$ cat config.mk
export PLATFORM = sky130hd
export DESIGN_NAME = wptr_handler
export DESIGN_NICKNAME = d
export VERILOG_FILES = /design/src/rtl/wptr_handler.sv
export SDC_FILE = /design/constraint.sdc
export NUM_CORES = 1
export LEC_CHECK = 0
export CORE_MARGIN = 2
export CORE_UTILIZATION = 40
export DETAILED_ROUTE_END_ITERATION = 8
export PLACE_DENSITY = 0.74
export SLEW_MARGIN = 30
export SYNTH_ARGS = -nofsm -noshare
export SYNTH_HDL_FRONTEND = slang
export SYNTH_SLANG_ARGS = --single-unit
$ cat constraint.sdc
create_clock -name i_Wclk -period 2.8 [get_ports i_Wclk]
set_clock_uncertainty 0.2 [all_clocks]
set_input_delay 0.42 -clock i_Wclk [delete_from_list [all_inputs] [get_ports i_Wclk]]
set_output_delay 0.42 -clock i_Wclk [all_outputs]
set_load 0.005 [all_outputs]
$ cat src/rtl/wptr_handler.sv
// Write-side pointer/flag logic of the async FIFO: binary/Gray write pointers,
// full/almost-full/level against the synchronised read pointer, sticky overflow.
module wptr_handler #(
  parameter int PTR_WIDTH     = 3,
  parameter int AFULL_THRESH  = 6,
  parameter int OVF_CNT_WIDTH = 8
) (
  input  logic                     i_Wclk,
  input  logic                     i_Wrst,
  input  logic                     i_W_en,
  input  logic [PTR_WIDTH:0]       i_g_rptr_sync,
  input  logic                     i_clr_ovf,
  output logic [PTR_WIDTH:0]       o_b_wptr,
  output logic [PTR_WIDTH:0]       o_g_wptr,
  output logic                     o_full,
  output logic                     o_afull,
  output logic [PTR_WIDTH:0]       o_level,
  output logic                     o_ovf,
  output logic [OVF_CNT_WIDTH-1:0] o_ovf_cnt
);

  localparam logic [PTR_WIDTH:0] AFULL_LVL = (PTR_WIDTH+1)'(AFULL_THRESH);

  logic                 we;
  logic                 ovf_ev;
  logic [PTR_WIDTH:0]   b_next;
  logic [PTR_WIDTH:0]   g_next;
  logic [PTR_WIDTH:0]   b_rptr;
  logic [PTR_WIDTH:0]   level_next;
  logic [PTR_WIDTH:0]   g_rptr_full;
  logic                 wfull;

  assign we     = i_W_en & ~o_full;
  assign ovf_ev = i_W_en & o_full;

  assign b_next = o_b_wptr + (PTR_WIDTH+1)'(we);
  assign g_next = (b_next >> 1) ^ b_next;

  // Full when the write pointer is exactly one lap ahead: top two Gray bits inverted.
  assign g_rptr_full = {~i_g_rptr_sync[PTR_WIDTH:PTR_WIDTH-1], i_g_rptr_sync[PTR_WIDTH-2:0]};
  assign wfull       = (g_next == g_rptr_full);

  always_comb begin
    b_rptr            = '0;
    b_rptr[PTR_WIDTH] = i_g_rptr_sync[PTR_WIDTH];
    for (int unsigned i = PTR_WIDTH; i > 0; i--) begin
      b_rptr[i-1] = b_rptr[i] ^ i_g_rptr_sync[i-1];
    end
  end

  assign level_next = b_next - b_rptr;

  always_ff @(posedge i_Wclk or posedge i_Wrst) begin
    if (i_Wrst) begin
      o_b_wptr <= '0;
      o_g_wptr <= '0;
      o_full   <= 1'b0;
      o_afull  <= 1'b0;
      o_level  <= '0;
    end else begin
      o_b_wptr <= b_next;
      o_g_wptr <= g_next;
      o_full   <= wfull;
      o_afull  <= (level_next >= AFULL_LVL);
      o_level  <= level_next;
    end
  end

  // A dropped write in the same cycle as a clear restarts the count at one.
  always_ff @(posedge i_Wclk or posedge i_Wrst) begin
    if (i_Wrst) begin
      o_ovf     <= 1'b0;
      o_ovf_cnt <= '0;
    end else if (ovf_ev) begin
      o_ovf <= 1'b1;
      if (i_clr_ovf)
        o_ovf_cnt <= OVF_CNT_WIDTH'(1);
      else if (o_ovf_cnt != '1)
        o_ovf_cnt <= o_ovf_cnt + 1'b1;
    end else if (i_clr_ovf) begin
      o_ovf     <= 1'b0;
      o_ovf_cnt <= '0;
    end
  end

endmodule
# Yosys cells after proc, flatten, opt, wreduce, memory -nomap -nowiden
# Cells that the tools add are included.
# totals
output_inout_bits,23
ff_bits,23
inputBits,8
wordCells,30
# op_classes
reduce_logical,3
eq_ne,2
add_sub_neg,3
n_bitwise,8
muxes,6
order_cmp,1
# op_table
cell,n
8-bit two-way mux,4
"8-bit by 1-bit adder with 8-bit output, second input constant",1
"8-bit inequality test, second input constant",1
4-bit by 1-bit adder with 4-bit output,1
4-bit equality test,1
"4-bit by 3-bit greater-or-equal comparator with 1-bit output, second input constant",1
2-bit nonzero test,2
4-bit subtractor,1
3-bit by 4-bit XOR with 4-bit output,1
1-bit XOR,3
1-bit bitwise AND,2
1-bit two-way mux,2
2-bit NOT,1
2-bit AND reduction,1
1-bit NOT,1

# Logic depth before layout (Yosys ltp)
# Gate-level depths: netlist of the first run.
# logic_depth
word_depth,5
ltp_mapped,9
mapped_depth_nobuf,9

# Least setup slack after synthesis of the first run
# OpenSTA, ideal clock, no wires.
# synth_timing
path_type,input to register
from,input port i_W_en
to,register o_afull
setup_slack_ns,0.256
setup_ns,0.118
path_stages,9
required_time_ns,2.482
arrival_time_ns,2.226
n_path_buf,0
path_cell_list,nor2b_1 > ha_1 > ha_1 > xor2_2 > ha_1 > a21o_1 > a31oi_1 > xnor3_1 > a21o_1
# synth_via
elab_chain_cells,4
# synth_lines
element,line,source
start: declaration,10,"input logic i_W_en,"
1-bit bitwise AND,33,assign we = i_W_en & ~o_full;
4-bit by 1-bit adder with 4-bit output,36,assign b_next = o_b_wptr + (PTR_WIDTH+1)'(we);
via b_next[2],26,logic [PTR_WIDTH:0] b_next;
4-bit subtractor,51,assign level_next = b_next - b_rptr;
via level_next[3],29,logic [PTR_WIDTH:0] level_next;
4-bit by 3-bit greater-or-equal comparator with 1-bit output,64,o_afull <= (level_next >= AFULL_LVL);
end signal: assignment,64,
end: declaration,16,"output logic o_afull,"
# The timed path passes the listed nets, and every way through them passes these cells.
# A chain may end at the register's enable or synchronous reset.

# Worst setup path after layout of the first run
# Ends and elaborated chain as after synthesis.

==> results of run 1 <==
[kinds of logic (layout without fill, tap and decap cells)]
family	Yosys count	in the layout	synth area share
AND/OR/NAND/NOR	30	30	0.145
flip-flops	22	22	0.494
AO/OA/AOI/OAI	17	17	0.0955
XOR/XNOR	13	13	0.128
buffers and inverters	9	51	0.0337
adder cells (fa/ha/maj)	7	7	0.0854
multiplexers	2	2	0.0180
[how the worst min path moves through the flow]
stage	cells after the start	slack (ps)	to	from
after floorplan	1	210	o_afull	i_Wrst
after global routing	2	420	o_ovf	o_ovf
after global placement	2	340	o_ovf	o_ovf
after detailed placement	2	340	o_ovf	o_ovf
after CTS	2	370	o_ovf	o_ovf
final	2	360	o_ovf	o_ovf
[layer usage]
| layer | vias to the layer above | global-route usage | wire [um] |
|---|---|---|---|
| met2 | 31 | 0.261 | 1160 |
| met1 | 429 | 0.186 | 939 |
| met4 | 0 | 0.0565 | 16 |
| met5 | - | 0 | 0 |
| met3 | 4 | 0.0276 | 117 |
| li1 | 430 | - | - |
[cell usage after synthesis (all sizes together)]
cell	n
dfrtp	22
xor2	9
inv	7
nand2	7
ha	6
nand3	6
a21oi	5
nor2	4
or3	4
o21ai	3
xnor2	3
a21o	2
a31oi	2
mux2i	2
nand4	2
o31ai	2
a22oi	1
and2	1
and3	1
and4	1
buf	1
clkbuf	1
fa	1
nand3b	1
nor2b	1
nor3	1
o21bai	1
o311ai	1
or4	1
xnor3	1
[where the power goes]
part	switching [W]	internal, W	total [W]
clock network	0.0000890	0.0000792	0.000168
registers	0.0000657	0.000437	0.000503
logic	0.000358	0.000494	0.000852
total	0.000513	0.00101	0.00152
[layout by cell type (no fill, tap or decap)]
| master | count |
|---|---|
| or4_1 | 1 |
| nand3b_1 | 1 |
| and2_1 | 1 |
| clkdlybuf4s50_1 | 30 |
| or3_1 | 4 |
| a21o_1 | 2 |
| nor2b_1 | 1 |
| a22oi_1 | 1 |
| and4_1 | 1 |
| nand2_1 | 7 |
| o21bai_1 | 1 |
| clkbuf_8 | 1 |
| inv_1 | 7 |
| o31ai_1 | 2 |
| and3_1 | 1 |
| xnor3_1 | 1 |
| nand3_1 | 5 |
| clkbuf_4 | 3 |
| nor2_1 | 4 |
| nand4_1 | 2 |
| nand3_2 | 1 |
| fa_1 | 1 |
| nor3_1 | 1 |
| buf_4 | 10 |
| a31oi_1 | 2 |
| ha_1 | 6 |
| a21oi_1 | 5 |
| o311ai_0 | 1 |
| xor2_2 | 2 |
| xor2_1 | 7 |
| mux2i_1 | 2 |
| o21ai_0 | 3 |
| dfrtp_1 | 22 |
| xnor2_1 | 3 |
[area by class of cell]
class | instances | area (um2)
Timing Repair Buffer | 40 | 375
Multi-Input combinational cell | 69 | 526
Fill cell | 253 | 1160
Sequential cell | 22 | 551
Tap cell | 31 | 38.8
Clock buffer | 4 | 36.3
Inverter | 7 | 26.3
[through the flow]
| stage | setup WS (ps) | area, um2 | setup TNS, ps | total power (W) | hold slack [ps] |
|---|---|---|---|---|---|
| final | 190 | 1550 | 0 | 0.00152 | 360 |
| after global routing | 85.3 | 1550 | 0 | 0.00165 | 421 |
| after CTS | 185 | 1550 | 0 | 0.00155 | 370 |
| after detailed placement | -113 | 1520 | -113 | 0.00137 | 344 |
| after global placement | -72.3 | 1520 | -72.3 | 0.00135 | 338 |
| after floorplan | 256 | 1110 | 0 | 0.000946 | 209 |
[worst register-to-register path, stage by stage, from the launching register on]
cell     delay, ps
dfrtp_1        450
nor2b_1        140
ha_1           180
ha_1           190
xor2_2         170
ha_1           270
a21o_1         160
a31oi_1        160
xnor3_1        260
a21o_1         160
[state kept, by name (all words and copies together) (netlist names)]
signal	flops
o_level	4
o_g_wptr	3
o_afull	1
o_full	1
o_b_wptr	4
o_ovf	1
o_ovf_cnt	8
==> results.sh, run 1 <==
export IMPL_path_depth=10
export IMPL_path_buf_inv=1
export IMPL_route_detailed_drc=0
export IMPL_synth_seq_cells=22
export IMPL_p_leak_nw=0.696
export IMPL_coreArea_um2=2710
export IMPL_r2r_end="o_afull"
export IMPL_gr_total_overflow=0
export IMPL_cts_root_buf="clkbuf_4"
export IMPL_drive_gt1_frac=0.120
export IMPL_ir_drop_mv=0.610
export IMPL_wl_per_cell_um=12.9
export IMPL_clockBufferDepth=2
export IMPL_gp_congestion=0.874
export IMPL_grt_max_degree=23
export IMPL_critPathMaxStageDelay_ps=430
export IMPL_synth_nets=115
export IMPL_synth_top_area_frac=0.494
export IMPL_hp_class="reg -> reg"
export IMPL_crit_arrival_ps=2610
export IMPL_grt_setup_unrepaired="false"
export IMPL_die_w_um=56.8
export IMPL_worstPathCellList="clkdlybuf4s50_1 -> nor2b_1 -> ha_1 -> ha_1 -> xor2_2 -> ha_1 -> a21o_1 -> a31oi_1 -> xnor3_1 -> a21o_1"
export IMPL_slew_violations=0
export IMPL_final_core_util=0.573
export IMPL_clock_sinks=22
export IMPL_placed_cells=169
export IMPL_cp_top_family="adder cells"
export IMPL_antenna_found_initial=0
export IMPL_syn2layout_area_growth_pct=39.4
export IMPL_yosys_area_top_type="dfrtp_1"
export IMPL_initial_core_util=0.411
export IMPL_diodes=0
export IMPL_yosysSeqAreaShare=0.494
export IMPL_die_area_um2=3220
export IMPL_routed_via_density=5.17
export IMPL_numPortBuffers=30
export IMPL_wirelength_um=2230
export IMPL_rr_worst_depth=9
export IMPL_hpwlAfterDp_um=1730
export IMPL_maxCapViolations=0
export IMPL_clkTransAtPathRegs_ps=110
export IMPL_hold_viol=0
export IMPL_syn_inst=100
export IMPL_critical_path_class="in -> reg"
export IMPL_via_count=894
export IMPL_tightest_slew_ps=813
export IMPL_cts_tree="done"
export IMPL_endpoint="o_afull"
export IMPL_setup_viol_count_final=0
export IMPL_stdcell_count=173
export IMPL_die_h_um=56.8
export IMPL_startpoint="i_W_en"
export IMPL_first_pass_iters=4
export IMPL_ys_warn_count=0
export IMPL_drt_iter0_drc=13
export IMPL_period_share=0.932
export IMPL_h_tree_depth=1
export IMPL_r2r_start="o_full"
export IMPL_grt_pass1_wl_um=3830
export IMPL_worst_endpoint_required_ps=2800
export IMPL_post_cts_buffers=0
export IMPL_insertion_delay_ps=290
export IMPL_r2r_setup_slack_ps=360
export IMPL_crit_path_start_kind="input pin"
export IMPL_num_rows=19
export IMPL_cts_hold_buf=0
export IMPL_critPathMaxFanout=2
export IMPL_outcome="completed"
export IMPL_relSlewSlack=0.458
export IMPL_syn_area_um2=1110
export IMPL_detail_route_antenna_nets=0
export IMPL_ios=31
export IMPL_end_kind="flop"
export IMPL_grt_total_usage=0.151
export IMPL_power_density_nw_per_um2=981
export IMPL_period_needed_ps=2610
export IMPL_fin_nets=158
export IMPL_fmax_mhz=383
export IMPL_cts_buffers=3
export IMPL_slowest_stage="clkdlybuf4s50_1"
export IMPL_grt_pass1_vias=870
export IMPL_path_common_cell="ha_1"
export IMPL_yosys_top_cells_area="dfrtp_1, ha_1, xor2_1"
export IMPL_ys_types=32
export IMPL_avgSynthCellArea_um2=11.1
export IMPL_cts_resized=0
No activity file was read; power rests on OpenSTA's default activity.
==> run 2, diff against run 1 <==
--- a/config.mk
+++ b/config.mk
@@ -9,7 +9,7 @@
 export CORE_UTILIZATION = 40
 export DETAILED_ROUTE_END_ITERATION = 8
 export PLACE_DENSITY = 0.74
-export SLEW_MARGIN = 30
+export SLEW_MARGIN = 20
 export SYNTH_ARGS = -nofsm -noshare
 export SYNTH_HDL_FRONTEND = slang
 export SYNTH_SLANG_ARGS = --single-unit
==> results of run 2 <==
Same layout as run 1: the final DEF is identical, and so are final timing and power.
